[src/rtl/kbd_input_ctrl_if.sv]
// Bundle of keystroke-source handshake and CPU register-bus signals.
// The master side is the source/CPU; the slave side is the controller.
interface kbd_input_ctrl_if #(
  parameter int unsigned DW = 64
);
  logic          key_valid;
  logic [DW-1:0] key_data;
  logic          key_ready;
  logic          cpu_re;
  logic          cpu_we;
  logic [1:0]    cpu_addr;
  logic [DW-1:0] cpu_wdata;
  logic [DW-1:0] cpu_rdata;
  logic          cpu_rvalid;
  logic          irq;

  modport master (
    output key_valid, key_data, cpu_re, cpu_we, cpu_addr, cpu_wdata,
    input  key_ready, cpu_rdata, cpu_rvalid, irq
  );

  modport slave (
    input  key_valid, key_data, cpu_re, cpu_we, cpu_addr, cpu_wdata,
    output key_ready, cpu_rdata, cpu_rvalid, irq
  );
endinterface

[src/rtl/kbd_input_ctrl.sv]
// Keyboard input controller: keystroke FIFO with flow control toward the source,
// a STATUS/DATA/CTRL register window for the CPU and a level interrupt.
module kbd_input_ctrl #(
  parameter int unsigned DEPTH = 8,
  parameter int unsigned DW    = 64
) (
  input logic             clk,
  input logic             reset,
  kbd_input_ctrl_if.slave kbd_if
);
  localparam int unsigned AW = (DEPTH > 1) ? $clog2(DEPTH) : 1;
  localparam int unsigned CW = $clog2(DEPTH) + 1;

  localparam logic [1:0] AddrStatus = 2'd0;
  localparam logic [1:0] AddrData   = 2'd1;
  localparam logic [1:0] AddrCtrl   = 2'd2;

  logic [DW-1:0] mem_q [DEPTH];
  logic [AW-1:0] wr_ptr_q, wr_ptr_d, rd_ptr_q, rd_ptr_d;
  logic [CW-1:0] count_q, count_d;
  logic          overflow_q, overflow_d;
  logic          irq_en_q, irq_en_d;
  logic [DW-1:0] rdata_q, rdata_d;
  logic          rvalid_q, rvalid_d;

  logic          full, empty, ctrl_wr, flush, push, pop, rd_access;
  logic [DW-1:0] status;

  assign full  = (count_q == CW'(DEPTH));
  assign empty = (count_q == '0);

  assign ctrl_wr   = kbd_if.cpu_we && (kbd_if.cpu_addr == AddrCtrl);
  assign flush     = ctrl_wr && kbd_if.cpu_wdata[2];
  // A concurrent write wins over a read strobe.
  assign rd_access = kbd_if.cpu_re && !kbd_if.cpu_we;
  assign push      = kbd_if.key_valid && !full && !flush;
  assign pop       = rd_access && (kbd_if.cpu_addr == AddrData) && !empty;

  always_comb begin
    status       = '0;
    status[0]    = !empty;
    status[1]    = full;
    status[2]    = overflow_q;
    status[3]    = irq_en_q;
    status[15:8] = 8'(count_q);
  end

  always_comb begin
    wr_ptr_d   = wr_ptr_q;
    rd_ptr_d   = rd_ptr_q;
    count_d    = count_q;
    overflow_d = overflow_q;
    irq_en_d   = irq_en_q;
    rdata_d    = rdata_q;
    rvalid_d   = rd_access;

    if (flush) begin
      wr_ptr_d = '0;
      rd_ptr_d = '0;
      count_d  = '0;
    end else begin
      if (push) wr_ptr_d = wr_ptr_q + AW'(1);
      if (pop)  rd_ptr_d = rd_ptr_q + AW'(1);
      if (push && !pop)      count_d = count_q + CW'(1);
      else if (pop && !push) count_d = count_q - CW'(1);
    end

    // Set beats clear; a word discarded by flush does not count as overflow.
    if (ctrl_wr && kbd_if.cpu_wdata[1]) overflow_d = 1'b0;
    if (kbd_if.key_valid && full && !flush) overflow_d = 1'b1;
    if (ctrl_wr) irq_en_d = kbd_if.cpu_wdata[0];

    if (rd_access) begin
      case (kbd_if.cpu_addr)
        AddrStatus: rdata_d = status;
        AddrData:   rdata_d = empty ? '0 : mem_q[rd_ptr_q];
        default:    rdata_d = '0;
      endcase
    end
  end

  always_ff @(posedge clk) begin
    if (push) mem_q[wr_ptr_q] <= kbd_if.key_data;
  end

  always_ff @(posedge clk or posedge reset) begin
    if (reset) begin
      wr_ptr_q   <= '0;
      rd_ptr_q   <= '0;
      count_q    <= '0;
      overflow_q <= 1'b0;
      irq_en_q   <= 1'b0;
      rdata_q    <= '0;
      rvalid_q   <= 1'b0;
    end else begin
      wr_ptr_q   <= wr_ptr_d;
      rd_ptr_q   <= rd_ptr_d;
      count_q    <= count_d;
      overflow_q <= overflow_d;
      irq_en_q   <= irq_en_d;
      rdata_q    <= rdata_d;
      rvalid_q   <= rvalid_d;
    end
  end

  assign kbd_if.key_ready  = !full;
  assign kbd_if.cpu_rdata  = rdata_q;
  assign kbd_if.cpu_rvalid = rvalid_q;
  assign kbd_if.irq        = irq_en_q && !empty;
endmodule

[src/flat_wrapper.sv]
// flat-port wrapper written by rule: the top's interface ports become plain ports
module kbd_input_ctrl_flat 
#(
  parameter int unsigned DEPTH = 8,
  parameter int unsigned DW    = 64
)
  (clk, reset, kbd_if_key_valid, kbd_if_key_data, kbd_if_cpu_re, kbd_if_cpu_we, kbd_if_cpu_addr, kbd_if_cpu_wdata, kbd_if_key_ready, kbd_if_cpu_rdata, kbd_if_cpu_rvalid, kbd_if_irq);
  kbd_input_ctrl_if #(.DW(DW)) kbd_if_i ();
  input logic clk;
  input logic reset;
  input wire logic [$bits(kbd_if_i.key_valid)-1:0] kbd_if_key_valid;
  input wire logic [$bits(kbd_if_i.key_data)-1:0] kbd_if_key_data;
  input wire logic [$bits(kbd_if_i.cpu_re)-1:0] kbd_if_cpu_re;
  input wire logic [$bits(kbd_if_i.cpu_we)-1:0] kbd_if_cpu_we;
  input wire logic [$bits(kbd_if_i.cpu_addr)-1:0] kbd_if_cpu_addr;
  input wire logic [$bits(kbd_if_i.cpu_wdata)-1:0] kbd_if_cpu_wdata;
  output wire logic [$bits(kbd_if_i.key_ready)-1:0] kbd_if_key_ready;
  output wire logic [$bits(kbd_if_i.cpu_rdata)-1:0] kbd_if_cpu_rdata;
  output wire logic [$bits(kbd_if_i.cpu_rvalid)-1:0] kbd_if_cpu_rvalid;
  output wire logic [$bits(kbd_if_i.irq)-1:0] kbd_if_irq;
  assign kbd_if_i.key_valid = kbd_if_key_valid;
  assign kbd_if_i.key_data = kbd_if_key_data;
  assign kbd_if_i.cpu_re = kbd_if_cpu_re;
  assign kbd_if_i.cpu_we = kbd_if_cpu_we;
  assign kbd_if_i.cpu_addr = kbd_if_cpu_addr;
  assign kbd_if_i.cpu_wdata = kbd_if_cpu_wdata;
  assign kbd_if_key_ready = kbd_if_i.key_ready;
  assign kbd_if_cpu_rdata = kbd_if_i.cpu_rdata;
  assign kbd_if_cpu_rvalid = kbd_if_i.cpu_rvalid;
  assign kbd_if_irq = kbd_if_i.irq;
  kbd_input_ctrl #(.DEPTH(DEPTH), .DW(DW)) u_core (.clk(clk), .reset(reset), .kbd_if(kbd_if_i));
endmodule
[config.mk]
export PLATFORM = sky130hd
export DESIGN_NAME = kbd_input_ctrl_flat
export DESIGN_NICKNAME = d
export VERILOG_FILES = /design/src/rtl/kbd_input_ctrl_if.sv /design/src/rtl/kbd_input_ctrl.sv /design/src/flat_wrapper.sv
export SDC_FILE = /design/constraint.sdc
export NUM_CORES = 1
export LEC_CHECK = 0
export ABC_CLOCK_PERIOD_IN_PS = 7600
export BUFFER_PORTS_ARGS = -buffer_cell sky130_fd_sc_hd__buf_4
export CORE_MARGIN = 5
export CORE_UTILIZATION = 45
export CTS_BUF_LIST = sky130_fd_sc_hd__clkbuf_2 sky130_fd_sc_hd__clkbuf_4 sky130_fd_sc_hd__clkbuf_8
export CTS_CLUSTER_DIAMETER = 40
export DETAILED_ROUTE_END_ITERATION = 10
export PLACE_DENSITY = 0.66
export REMOVE_ABC_BUFFERS = 1
export SLEW_MARGIN = 20
export SYNTH_ARGS = -nofsm -noshare
export SYNTH_HDL_FRONTEND = slang
export SYNTH_SLANG_ARGS = --single-unit
[constraint.sdc]
create_clock -name clk -period 7.6 [get_ports clk]
set_input_delay 1.52 -clock clk [delete_from_list [all_inputs] [get_ports clk]]
set_output_delay 1.52 -clock clk [all_outputs]
set_load 0.02 [all_outputs]
# Yosys cells after proc, flatten, opt, wreduce, memory -nomap -nowiden
# Memories as Yosys holds them, arrays and structs flattened.
# Index checks and enable logic that the tools add are counted.
dict set report totals {
  reg_bits 77
  ram_bits 512
  input_bits 135
  output_inout_bits 67
  elab_cells 53
  n_memories 1
}
dict set report classes {
  add_sub_neg 4
  n_eq_ne 3
  muxes 13
  n_reduce_logical 25
}
# name words word_bits read_ports rd_ports_with_merged_regs write_ports line
set mem_list {}
lappend mem_list {u_core.mem_q 8 64 1 0 1 kbd_input_ctrl.sv:18} ;# logic [DW-1:0] mem_q [DEPTH];
# cell n
set op_table {}
lappend op_table {{case mux 64 bit (2 select lines)} 1}
lappend op_table {{two-way mux 64 bit} 1}
lappend op_table {{logical AND 1 bit} 13}
lappend op_table {{two-way mux 3 bit} 4}
lappend op_table {{two-way mux 4 bit} 3}
lappend op_table {{adder 3 x 1 -> 3 bit, second input constant} 2}
lappend op_table {{zero test 1 bit} 6}
lappend op_table {{nonzero test 2 bit} 3}
lappend op_table {{adder 4 x 1 -> 4 bit, second input constant} 1}
lappend op_table {{equality test 4 bit, second input constant} 1}
lappend op_table {{zero test 4 bit} 1}
lappend op_table {{two-way mux 1 bit} 4}
lappend op_table {{subtractor 4 x 1 -> 4 bit, second input constant} 1}
lappend op_table {{nonzero test 3 bit} 1}
lappend op_table {{equality test 2 x 1 -> 1 bit, second input constant} 1}
lappend op_table {{equality test 2 bit, second input constant} 1}
lappend op_table {{zero test 2 bit} 1}

# Depth between registers and ports, before layout
dict set report depth {
  depth_word 10
  mapped_depth 10
  ltp_nobuf 10
}

# Worst setup path before layout
# No wires, ideal clock.
dict set report synth_path {
  kind {input to register}
  from {input kbd_if_cpu_addr[1]}
  to {memory u_core.mem_q[1][0] (enable)}
  setup_ns 0.565
  arrival_ns 6.522
  t_required_ns 7.035
  slack_ns 0.513
  stages 4
  n_path_buf 0
  cell_sequence {and4b_1 -> nor3_1 -> nand2_1 -> nor3_1}
}
dict set report synth_between {
  elab_chain_len 7
}
# item line
set synth_lines {}
lappend synth_lines {{start, declared} flat_wrapper.sv:15} ;# input wire logic [$bits(kbd_if_i.cpu_addr)-1:0] kbd_if_cpu_addr;
lappend synth_lines {{equality test 2 bit} kbd_input_ctrl.sv:32} ;# assign ctrl_wr = kbd_if.cpu_we && (kbd_if.cpu_addr == AddrCtrl);
lappend synth_lines {{logical AND 1 bit} kbd_input_ctrl.sv:32}
lappend synth_lines {{logical AND 1 bit} kbd_input_ctrl.sv:33} ;# assign flush = ctrl_wr && kbd_if.cpu_wdata[2];
lappend synth_lines {{zero test 1 bit} kbd_input_ctrl.sv:36} ;# assign push = kbd_if.key_valid && !full && !flush;
lappend synth_lines {{logical AND 1 bit} kbd_input_ctrl.sv:36}
lappend synth_lines {{two-way mux 1 bit} kbd_input_ctrl.sv:83} ;# if (push) mem_q[wr_ptr_q] <= kbd_if.key_data;
lappend synth_lines {{two-way mux 1 bit (not written as such)} kbd_input_ctrl.sv:83}
lappend synth_lines {{end, declared} kbd_input_ctrl.sv:18}
# Every way passes these cells.

# Final worst setup path
dict set report layout_path {
  from {input kbd_if_cpu_addr[1]}
  to {memory u_core.mem_q[3][34] (enable)}
}
# Same word-level chain as after synthesis.

==> results.yml <==
worst_setup_path:
  worst_setup_path_end_kind: "flop"
  worst-endpoint-arrival_ps: 4060
  ordered_cell_list_for_the_critical_path: "buf_4 > and4b_1 > nor3_1 > nand2_1 > nor2_4 > buf_4"
  cp-startpoint: "kbd_if_cpu_addr[1]"
  reg2regPathDepth: 4
  worst-path-buf-inv: 2
  critPathSlowestCell: "sky130_fd_sc_hd__buf_4"
  timing.critical_path.required_ps: 7860
  beginning_of_the_worst_register_to_register_path: "u_core.rd_ptr_q[1]"
  crit_path_max_incr_delay_ps: 890
  r2r-end: "u_core.kbd_if.cpu_rdata[9]"
  maximum_fanout_along_the_worst_path: 58
  timing_worst_setup_path_type: "in -> reg"
  critical_path.top_delay_family: "simple AND/OR/NAND/NOR gates"
  critical-path-top-cell-by-count: "sky130_fd_sc_hd__buf_4"
  reg2reg_slack_ps: 4500
  start_kind: "primary input"
pwr:
  power_switching_w: 0.00241
  power.leakage_nw: 9.18
  vdd.ir_drop.worst_mv: 0.189
  share_clk_of_total_power_pct: 31.2
  totalPowerFinal_w: 0.00887
  power.density_cell_area_mw_per_mm2: 345
  fraction_of_power_consumed_by_sequential_logic_pct: 48.6
  switching_share_pct: 27.1
  combinationalPowerShare_pct: 20.3
  power.internal_w: 0.00646
route:
  detailedRoute.firstIterationViolations: 1035
  avgRoutedWirePerCell_um: 24.6
  routed-via-count: 10500
  wirelength_routed_um: 46400
  detail_route.drc_violations: 0
  drt_pre_antenna_iters: 8
  routed_via_density: 5.59
  remaining_antenna_violation_count: 0
place:
  globalplace.congestion: 0.721
  place.detailed.instances: 1705
  io_buffer_count: 140
  detailedPlacementHpwl_um: 23100
  placedInstanceArea_mm2: 0.0237
floorplan:
  io_pins: 202
  initial_utilization_pct: 45.6
  placementRows: 80
  fp.dieH_um: 230
  die_w_um: 230
  fp.dieArea_mm2: 0.0531
  coreArea_mm2: 0.0479
logic_synthesis:
  ys_async_sr_fraction_pct: 13.1
  ys_ff_latch: 589
  post_synth_inst_count: 980
  synth_top_cells_by_area: "sky130_fd_sc_hd__edfxtp_1 (70%), sky130_fd_sc_hd__mux4_2 (13%), sky130_fd_sc_hd__dfrtp_1 (8.8%)"
  netlist.area_leader.share_pct: 70.3
  portion_of_the_post_synthesis_area_used_by_sequential_elements_pct: 79.1
  total_of_warnings_raised_by_yosys: 0
  cell_area_after_synthesis_mm2: 0.0219
  synth_cell_types: 36
  netlist.top_cell.by_area: "sky130_fd_sc_hd__edfxtp_1"
  synth-main-ff-cell: "sky130_fd_sc_hd__edfxtp_1"
  count_of_flip_flops_with_a_built_in_enable_after_synthesis: 512
  syn_area_per_cell_um2: 22.3
sta:
  slew_violations: 0
  timing.final.hold_violations: 0
  fmax_mhz: 263
  slew_headroom_pct: 24.5
  worst_slew_pin_slew_ps: 1130
  worst_clock_skew_ps: 28.3
  final_min_period_over_clock_period_pct: 50.0
  setup_repair_after_global_routing_missed_its_margin: "false"
  final_critical_delay_including_setup_and_external_delays_ps: 3800
  finalSetupViolations: 0
  setup_total_negative_slack_ps: 0
clock_tree:
  inserted_clock_buffers: 96
  path_clk_slew_ps: 60
  postCtsSetupBuffers: 0
  cts_htree_levels: 3
  post_cts.resized_instances: 0
  cts_tree: "done"
  clock-root-buffer: "sky130_fd_sc_hd__clkbuf_8"
  clk-insertion-delay-late_ps: 660
  hold_bufs_at_cts: 0
  clock_path_buffers: 3
  cts_num_sinks: 589
cells_and_area:
  drive_above_1_share_pct: 36.9
  fillerInstances: 3650
  layout_commonest_cell: "sky130_fd_sc_hd__edfxtp_1"
  fin_nets: 1330
  area_delta_synth_final_pct: 17.6
  final-instance-count-excl-fill: 1887
  leading_cell_types_in_the_layout_fill_and_taps_excluded: "sky130_fd_sc_hd__edfxtp_1 (512), sky130_fd_sc_hd__buf_4 (155), sky130_fd_sc_hd__mux4_2 (128), sky130_fd_sc_hd__clkbuf_8 (114), sky130_fd_sc_hd__dfrtp_1 (75)"
  finalInstanceArea_mm2: 0.0257
  multiInputGateArea_mm2: 0.00415
  area.sequential_mm2: 0.0173
status:
  run_status: "complete, no violations"
job:
  cap_violations: 0
hold_path:
  hold_end: "u_core.kbd_if.cpu_rdata[0]"
  min_from: "u_core.kbd_if.cpu_rdata[0]"
  worst_hold_path_type: "reg -> reg"
  min_delay_path_depth: 1
global_routing:
  grt_pass1_wl_um: 71000
  globalRouteOverflowTotal: 0
  vias_in_the_first_global_route: 11500
  grt.met1_usage_pct: 24.2
  groute.layer.met2.usage_pct: 28.8
  grt_most_used_layer: "met2"
  grt_antenna_before_repair: 2
  pin_count_of_the_biggest_net_entering_global_routing: 90
  grt_util_all_layers_pct: 17.7
  grtUsageMet3_pct: 4.29
-- worst max-delay path by stage --
stage                               end  slack (ps)  cells after the start
global route        u_core.mem_q[3][34]        3650                      6
detailed placement  u_core.mem_q[3][53]        3070                      6
CTS                    kbd_if_key_ready        3770                      3
finish              u_core.mem_q[3][34]        3800                      6
global placement    u_core.mem_q[0][18]        2670                      6
floorplan            u_core.mem_q[1][0]         410                      4
-- synth_stat cells, types with 2 or more instances --
| cell | number |
|---|---|
| sky130_fd_sc_hd__buf_6 | 9 |
| sky130_fd_sc_hd__a222oi_1 | 56 |
| sky130_fd_sc_hd__nor2_1 | 18 |
| sky130_fd_sc_hd__nor2b_1 | 2 |
| sky130_fd_sc_hd__dfrtp_1 | 77 |
| sky130_fd_sc_hd__clkbuf_1 | 21 |
| sky130_fd_sc_hd__nor3_1 | 4 |
| sky130_fd_sc_hd__buf_2 | 13 |
| sky130_fd_sc_hd__inv_1 | 64 |
| sky130_fd_sc_hd__edfxtp_1 | 512 |
| sky130_fd_sc_hd__buf_1 | 6 |
| sky130_fd_sc_hd__nand3_1 | 3 |
| sky130_fd_sc_hd__a21oi_1 | 5 |
| sky130_fd_sc_hd__xnor2_1 | 2 |
| sky130_fd_sc_hd__nor3b_1 | 2 |
| sky130_fd_sc_hd__nand2_1 | 15 |
| sky130_fd_sc_hd__ha_1 | 5 |
| sky130_fd_sc_hd__nand2b_1 | 4 |
| sky130_fd_sc_hd__mux4_2 | 128 |
| sky130_fd_sc_hd__a22oi_1 | 14 |
| sky130_fd_sc_hd__mux2_2 | 2 |
| sky130_fd_sc_hd__xor2_1 | 4 |
-- power groups by stage --
stage,logic [W],clock network (W),registers [W]
global placement,0.00181,0,0.00436
floorplan,0.00124,0,0.00452
global route,0.00195,0.00301,0.00436
finish,0.00180,0.00277,0.00431
detailed placement,0.00183,0,0.00438
CTS,0.00184,0.00284,0.00432
-- cell families (layout without fill, tap and decap cells) --
group	after synthesis	in the layout	synth area share, %
mux	131	131	13.3
flops	589	589	79.1
buf+inv	114	405	2.36
other cells	0	1	0
compound gates	80	80	3.33
xor+xnor	6	6	0.240
fa+ha+maj	6	6	0.377
simple gates	54	54	1.29
-- state kept, by name (all words and copies together) (netlist names) --
register and cells:
u_core.wr_ptr_q 3, u_core.irq_en_q 1, u_core.kbd_if.cpu_rvalid 1, u_core.mem_q 512
u_core.kbd_if.cpu_rdata 64, u_core.overflow_q 1, u_core.rd_ptr_q 3, u_core.count_q 4
-- final cells by class --
type                            instances  share of cell area, %
Timing Repair Buffer                  161                   4.90
Inverter                               64                  0.943
Antenna cell                            1                0.00972
Clock inverter                         32                  0.705
Sequential cell                       589                   67.3
Multi-Input combinational cell        277                   16.1
Tap cell                              615                   2.99
Clock buffer                          148                   7.09
-- per-stage QoR --
step | hold WS (ps) | worst slack (ps) | utilization (%)
after floorplan | 447 | 405 | -
after global placement | 468 | 2670 | 49.4
final | 501 | 3800 | 53.7
after CTS | 506 | 3770 | 53.6
after detailed placement | 492 | 3070 | 49.4
after global routing | 532 | 3650 | 53.7
-- metal layers --
metal,up-vias,wire [um]
met5,-,0
met1,5629,19400
met3,48,3110
met4,0,654
met2,334,23300
li1,4536,-
Power figures use the tool's default switching activity.
